$ cat src/rtl/jk_cmd_arbiter.sv
// Round-robin arbiter sharing one external JK flop; tracks expected flop state and flags mismatches.
// Latency: gnt 1 cycle after req, rsp 2 cycles after gnt; one op per 3 cycles, req ignored while busy.
module jk_cmd_arbiter #(
  parameter int NREQ = 4,
  localparam int IDW = $clog2(NREQ)
) (
  input  logic              clock,
  input  logic              reset,
  input  logic [NREQ-1:0]   req,
  input  logic [2*NREQ-1:0] cmd,
  output logic [NREQ-1:0]   gnt,
  output logic              j,
  output logic              k,
  input  logic              q,
  output logic              rsp_valid,
  output logic [IDW-1:0]    rsp_id,
  output logic              rsp_q,
  output logic              busy,
  output logic              err
);

  typedef enum logic [1:0] {IDLE, DRIVE, SAMPLE} state_t;

  state_t         state;
  logic [IDW-1:0] last;
  logic [IDW-1:0] win_id;
  logic [IDW-1:0] pick;
  logic           found;
  logic [1:0]     win_cmd;
  logic [1:0]     op;
  logic           shadow;
  logic           shadow_valid;
  logic           pred;
  logic           chk;

  // Search starts just after the previous winner and wraps.
  always_comb begin
    found = 1'b0;
    pick  = last;
    for (int i = 1; i <= NREQ; i++) begin
      if (!found && req[IDW'((int'(last) + i) % NREQ)]) begin
        found = 1'b1;
        pick  = IDW'((int'(last) + i) % NREQ);
      end
    end
  end

  assign win_cmd = cmd[{pick, 1'b0} +: 2];

  // Set/reset define the flop outright; hold/toggle only predict relative to the last sample.
  always_comb begin
    case (op)
      2'b01:   pred = 1'b0;
      2'b10:   pred = 1'b1;
      2'b11:   pred = ~shadow;
      default: pred = shadow;
    endcase
    chk = shadow_valid | (op[1] ^ op[0]);
  end

  assign busy = (state != IDLE);

  always_ff @(posedge clock or negedge reset) begin
    if (!reset) begin
      state        <= IDLE;
      gnt          <= '0;
      j            <= 1'b0;
      k            <= 1'b0;
      rsp_valid    <= 1'b0;
      rsp_id       <= '0;
      rsp_q        <= 1'b0;
      err          <= 1'b0;
      last         <= IDW'(NREQ - 1);
      win_id       <= '0;
      op           <= 2'b00;
      shadow       <= 1'b0;
      shadow_valid <= 1'b0;
    end else begin
      rsp_valid <= 1'b0;
      case (state)
        IDLE: begin
          if (found) begin
            gnt    <= {{(NREQ-1){1'b0}}, 1'b1} << pick;
            j      <= win_cmd[1];
            k      <= win_cmd[0];
            op     <= win_cmd;
            win_id <= pick;
            last   <= pick;
            state  <= DRIVE;
          end else begin
            gnt <= '0;
          end
        end
        DRIVE: begin
          gnt   <= '0;
          j     <= 1'b0;
          k     <= 1'b0;
          state <= SAMPLE;
        end
        SAMPLE: begin
          rsp_q     <= q;
          rsp_id    <= win_id;
          rsp_valid <= 1'b1;
          if (chk && (q != pred))
            err <= 1'b1;
          if (op[1] ^ op[0])
            shadow_valid <= 1'b1;
          shadow <= q;
          state  <= IDLE;
        end
        default: begin
          gnt   <= '0;
          j     <= 1'b0;
          k     <= 1'b0;
          state <= IDLE;
        end
      endcase
    end
  end

endmodule

$ cat config.mk
export PLATFORM = sky130hd
export DESIGN_NAME = jk_cmd_arbiter
export DESIGN_NICKNAME = d
export VERILOG_FILES = /design/src/rtl/jk_cmd_arbiter.sv
export SDC_FILE = /design/constraint.sdc
export NUM_CORES = 1
export LEC_CHECK = 0
export CAP_MARGIN = 25
export CORE_AREA = 5 5 52 54
export DETAILED_ROUTE_END_ITERATION = 10
export DIE_AREA = 0 0 57 59
export PLACE_DENSITY_LB_ADDON = 0.08
export SKIP_LAST_GASP = 1
export SLEW_MARGIN = 20
export SYNTH_ARGS = -nofsm -noshare
export SYNTH_HDL_FRONTEND = slang
export SYNTH_SLANG_ARGS = --single-unit
$ cat constraint.sdc
create_clock -name clock -period 2.6 [get_ports clock]
set_clock_uncertainty 0.1 [all_clocks]
set_input_delay 0.39 -clock clock [delete_from_list [all_inputs] [get_ports clock]]
set_output_delay 0.39 -clock clock [all_outputs]
set_load 0.05 [all_outputs]
Word level (Yosys, flattened, before mapping)

Index checks and enable logic that the tools add are counted.

Register bits: 20
Bits of input ports: 15
Output and inout port bits: 12

$add $sub $neg: 4
$lt $le $gt $ge: 4
Equal/unequal tests: 7
Shift-type cells: 2
Muxes and demuxes: 30
Bitwise gates (word level): 4
Reductions and logical operators: 13

Operators by type and width:

| kind                                                                 | count |
|---|---|
| 2-bit by 4-bit < comparator with 1-bit output, second input constant | 4 |
| 1-bit 2-to-1 mux                                                     | 15 |
| 2-bit 2-to-1 mux                                                     | 5 |
| 1-bit binary-select mux with 2-bit select                            | 4 |
| 4-bit case mux with 2 select lines                                   | 1 |
| 2-bit AND reduction                                                  | 4 |
| 8-bit by 4-bit indexed part select with 2-bit output                 | 1 |
| 2-bit == test, second input constant                                 | 3 |
| 2-bit by 1-bit adder with 2-bit output, second input constant        | 2 |
| 2-bit adder, second input constant                                   | 2 |
| 2-bit by 1-bit == test with 1-bit output, second input constant      | 2 |
| 1-bit logical AND                                                    | 4 |
| 4-bit 2-to-1 mux                                                     | 1 |
| 1-bit case mux with 2 select lines                                   | 2 |
| 2-bit case mux with 2 select lines                                   | 1 |
| 1-bit by 2-bit left shift with 4-bit output, first input constant    | 1 |
| 1-bit zero test                                                      | 3 |
| 1-bit case mux with 3 select lines                                   | 1 |
| 2-bit zero test                                                      | 1 |
| 2-bit inequality test, second input constant                         | 1 |
| 1-bit NOT                                                            | 2 |
| 2-bit nonzero test                                                   | 1 |
| 1-bit inequality test                                                | 1 |
| 1-bit bitwise OR                                                     | 1 |
| 1-bit bitwise XOR                                                    | 1 |

Logic depth before layout (Yosys ltp)

Depth after elaboration: 17
Gate-level depth with buffers: 5
Mapped depth without buffers: 5

Worst setup path after synthesis

OpenSTA, ideal clock, no wires.

Path kind: register to register
Start: reg state[0]
End: reg j
Arrival time: 1.676 ns
Setup slack: 0.733 ns
Cell stages (with the launch flop): 6
Buffers on the path: 1
Period minus slack after synthesis: 1.867 ns
Cell sequence: dfrtp_1 -> or2_2 -> clkbuf_1 -> nor2_2 -> nand2_1 -> o221ai_1

Word-level cells in the longest chain between the ends: 3
Elaborated cells between the ends (all ways): 6

RTL lines:

| what                                                         | line | RTL |
|---|---|---|
| from (decl)                                                  | 24   | `state_t state;` |
| from (signal assigned)                                       | 65   | `state <= IDLE;` |
| from (signal assigned)                                       | 89   | `state <= DRIVE;` |
| from (signal assigned)                                       | 98   | `state <= SAMPLE;` |
| 2-bit zero test or 2-bit == test (tied branches)             | 80   | `case (state)` |
| 2-bit inequality test (no line) or 1-bit NOT (tied branches) | -    |  |
| 2-bit AND reduction (no line)                                | -    |  |
| to (signal assigned)                                         | 84   | `j <= win_cmd[1];` |
| to (decl)                                                    | 12   | `output logic j,` |

Several ways; a longest one is shown, not always the timed one.
A chain may end at the register's enable or synchronous reset.

Final worst setup path

Start: reg state[0]
End: out busy

Word-level cells in the longest chain between the ends: 1

RTL lines:

| what               | line | RTL |
|---|---|---|
| 2-bit nonzero test | 61   | `assign busy = (state != IDLE);` |
| to (decl)          | 18   | `output logic busy,` |

No other way between the ends.

==> impl_metrics.ini <==
[cts]
cts_root_buf = clkbuf_4
cts.clk_slew.worst_paths_ns = 0.11
cts_resized = 0
clkSinkCount = 20
tritoncts = yes
cts.hold.buffers_added = 0
h-tree-depth = 1
cts_max_path_buffers = 2
insertion_delay_ns = 0.30
postCtsSetupRepairBufs = 0
numCtsBuffers = 3

[timing]
layout_min_cycle_time_ns = 2.25
fmax_ghz = 0.444
finalSetupViolCount = 0
hold_viol = 0
min_period_over_period = 0.867
setup_tns_ns = 0
rsz0062_at_grt = false
slew_headroom = 0.504
tightest_slew_ns = 0.742
drv_slew = 0
fin_ws_ns = 0.345

[route]
drtPass1Iterations = 4
vias = 746
wl_um = 1950
vias_per_cell = 5.22
wl_per_cell_um = 13.6
drt_iter0_drc = 4
remaining_drc_errors = 0
drtAntennaViolNets = 0

[layout]
drive_above_1_share = 0.148
n_antenna_cell = 0
syn_to_final_growth_pct = 36.9
regArea_um2 = 503
multi_input_area_um2 = 393
final_util = 0.580
fin_cells = 143
fillers = 202
num-nets-final = 131

[worst_setup_path]
crit_arrival_ns = 1.76
cp_max_fo = 4
cp_data_required_time_ns = 2.11
critPathCaptureType = output pin
cp-start-kind = register
critPathKind = register to output pin

[synthesis]
syn_avg_cell_area_um2 = 10.8
yosysTopAreaCell = dfrtp_1
synth_fp_nets = 100
yosysWarnings = 0
synth_compound_area_frac = 0.203
yosys-top-cells-area = dfrtp_1 49%, o21ai_0 6.0%, dfstp_2 5.7%, mux2i_1 4.4%, o221ai_1 3.8%
synth_cell_type_count = 25
syn_inst = 85
synth_top_area_frac = 0.490
synth_top_family_by_area = compound AO/OA/AOI/OAI gates
synthSimpleGateAreaFrac = 0.125
ys_ff_latch = 20
yosysSeqAreaShare = 0.548
synth_xor_area_frac = 0.0191
syn_area_um2 = 918
muxShareOfSynthArea = 0.0804
synthAdderAreaFrac = 0

[place]
port-buffer-count = 26
placed_cells = 139
hpwl_um = 1440
dp_slack_ns = 0.298
gp_congestion = 0.730

[floorplan]
die_h_um = 59
start_util = 0.423
die_area_um2 = 3360
row_count = 17
ios = 27
die_x_um = 57
core_area_um2 = 2170

[global_routing]
antenna_found_initial = 0
grt_remaining_overflow = 0
track_usage = 0.125
grt_first_pass_wirelength_um = 3200
grt_pass1_vias = 759
grt_max_degree = 21

[status]
status = finished, final reports clean

[power]
p_leak_nw = 0.530
power_density_nw_per_um2 = 1370
ir_drop_uv = 746

[run]
cap_violations = 0

[hold_path]
hp-class = primary input to async pin
==> metrics by stage <==
stage / hold WS (ns) / power (mW) / instance area (um2)
after floorplan: -0.00559 / 1.25 / 918
after CTS: 0.305 / 1.74 / 1260
final: 0.305 / 1.72 / 1260
after global placement: 0.345 / 1.54 / 1220
after detailed placement: 0.365 / 1.55 / 1220
after global routing: 0.316 / 1.83 / 1260
==> kinds of logic after synthesis <==
family / Yosys count
compound gates: 26
xor+xnor: 2
buf+inv: 6
flops: 20
mux: 7
simple gates: 24
==> cells in the mapped netlist <==
master	instances
dfrtp_1	18
o21ai_0	11
nand2_1	8
nor2_1	6
inv_1	4
mux2i_1	4
nand2b_1	4
o221ai_1	4
a21oi_1	3
mux2_2	3
clkbuf_1	2
dfstp_2	2
nor2b_1	2
or2_2	2
xor2_1	2
a211o_2	1
a211oi_1	1
a21o_1	1
a221oi_4	1
a31oi_1	1
nor2_2	1
nor4_1	1
o21a_1	1
o21ai_2	1
o21bai_1	1
==> worst max-delay path, stage by stage, from the launching register on <==
cell	delay [ns]
dfrtp_1	0.41
or2_2	0.35
clkdlybuf4s50_1	0.71
==> layer usage <==
layer	vias up	global-route usage	share of wire
met2	13	0.235	0.52
met1	372	0.134	0.42
met4	0	0.0298	0.0062
li1	359	-	-
met3	2	0.0436	0.048
met5	-	0	0
==> area by class of cell <==
type,instances,share of cell area
Tap cell,28,0.0279
Multi-Input combinational cell,59,0.312
Sequential cell,20,0.400
Timing Repair Buffer,28,0.219
Inverter,4,0.0119
Clock buffer,4,0.0289
==> cells in the final DEF, fill, tap and decap left out, drive strengths merged <==
master,synthesis,final
nand2,8,8
o21a,1,1
a21o,1,1
clkbuf,2,4
nor2b,2,2
nand2b,4,4
a31oi,1,1
o21ai,12,12
or2,2,2
a221oi,1,1
o221ai,4,4
nor2,7,7
mux2,3,3
a211o,1,1
dfstp,2,2
mux2i,4,4
a211oi,1,1
o21bai,1,1
nor4,1,1
inv,4,4
clkdlybuf4s50,0,26
a21oi,3,3
xor2,2,2
buf,0,2
dfrtp,18,18
==> worst paths after layout <==
kind	from	end	slack, ns	depth (start not counted)
min reg2reg	state[1]	state[1]	0.38	1
max reg2reg	last[1]	k	0.63	5
min in group clock	state[1]	state[1]	0.38	1
max	state[0]	busy	0.35	2
min	reset	shadow	0.30	2
max in group asynchronous	reset	last[1]	1.82	2
==> power by group <==
group          internal (mW)  switching (mW)
clock                 0.0855          0.0921
sequential             0.472           0.109
combinational          0.363           0.597
total                  0.920           0.798
==> registers in the layout, indices dropped and copies added, names as in the netlist <==
| register | flops |
|---|---|
| shadow | 1 |
| rsp_id | 2 |
| gnt | 4 |
| shadow_valid | 1 |
| last | 2 |
| j | 1 |
| err | 1 |
| state | 2 |
| op | 2 |
| k | 1 |
| rsp_valid | 1 |
| win_id | 2 |
No activity file was read; power rests on OpenSTA's default activity.
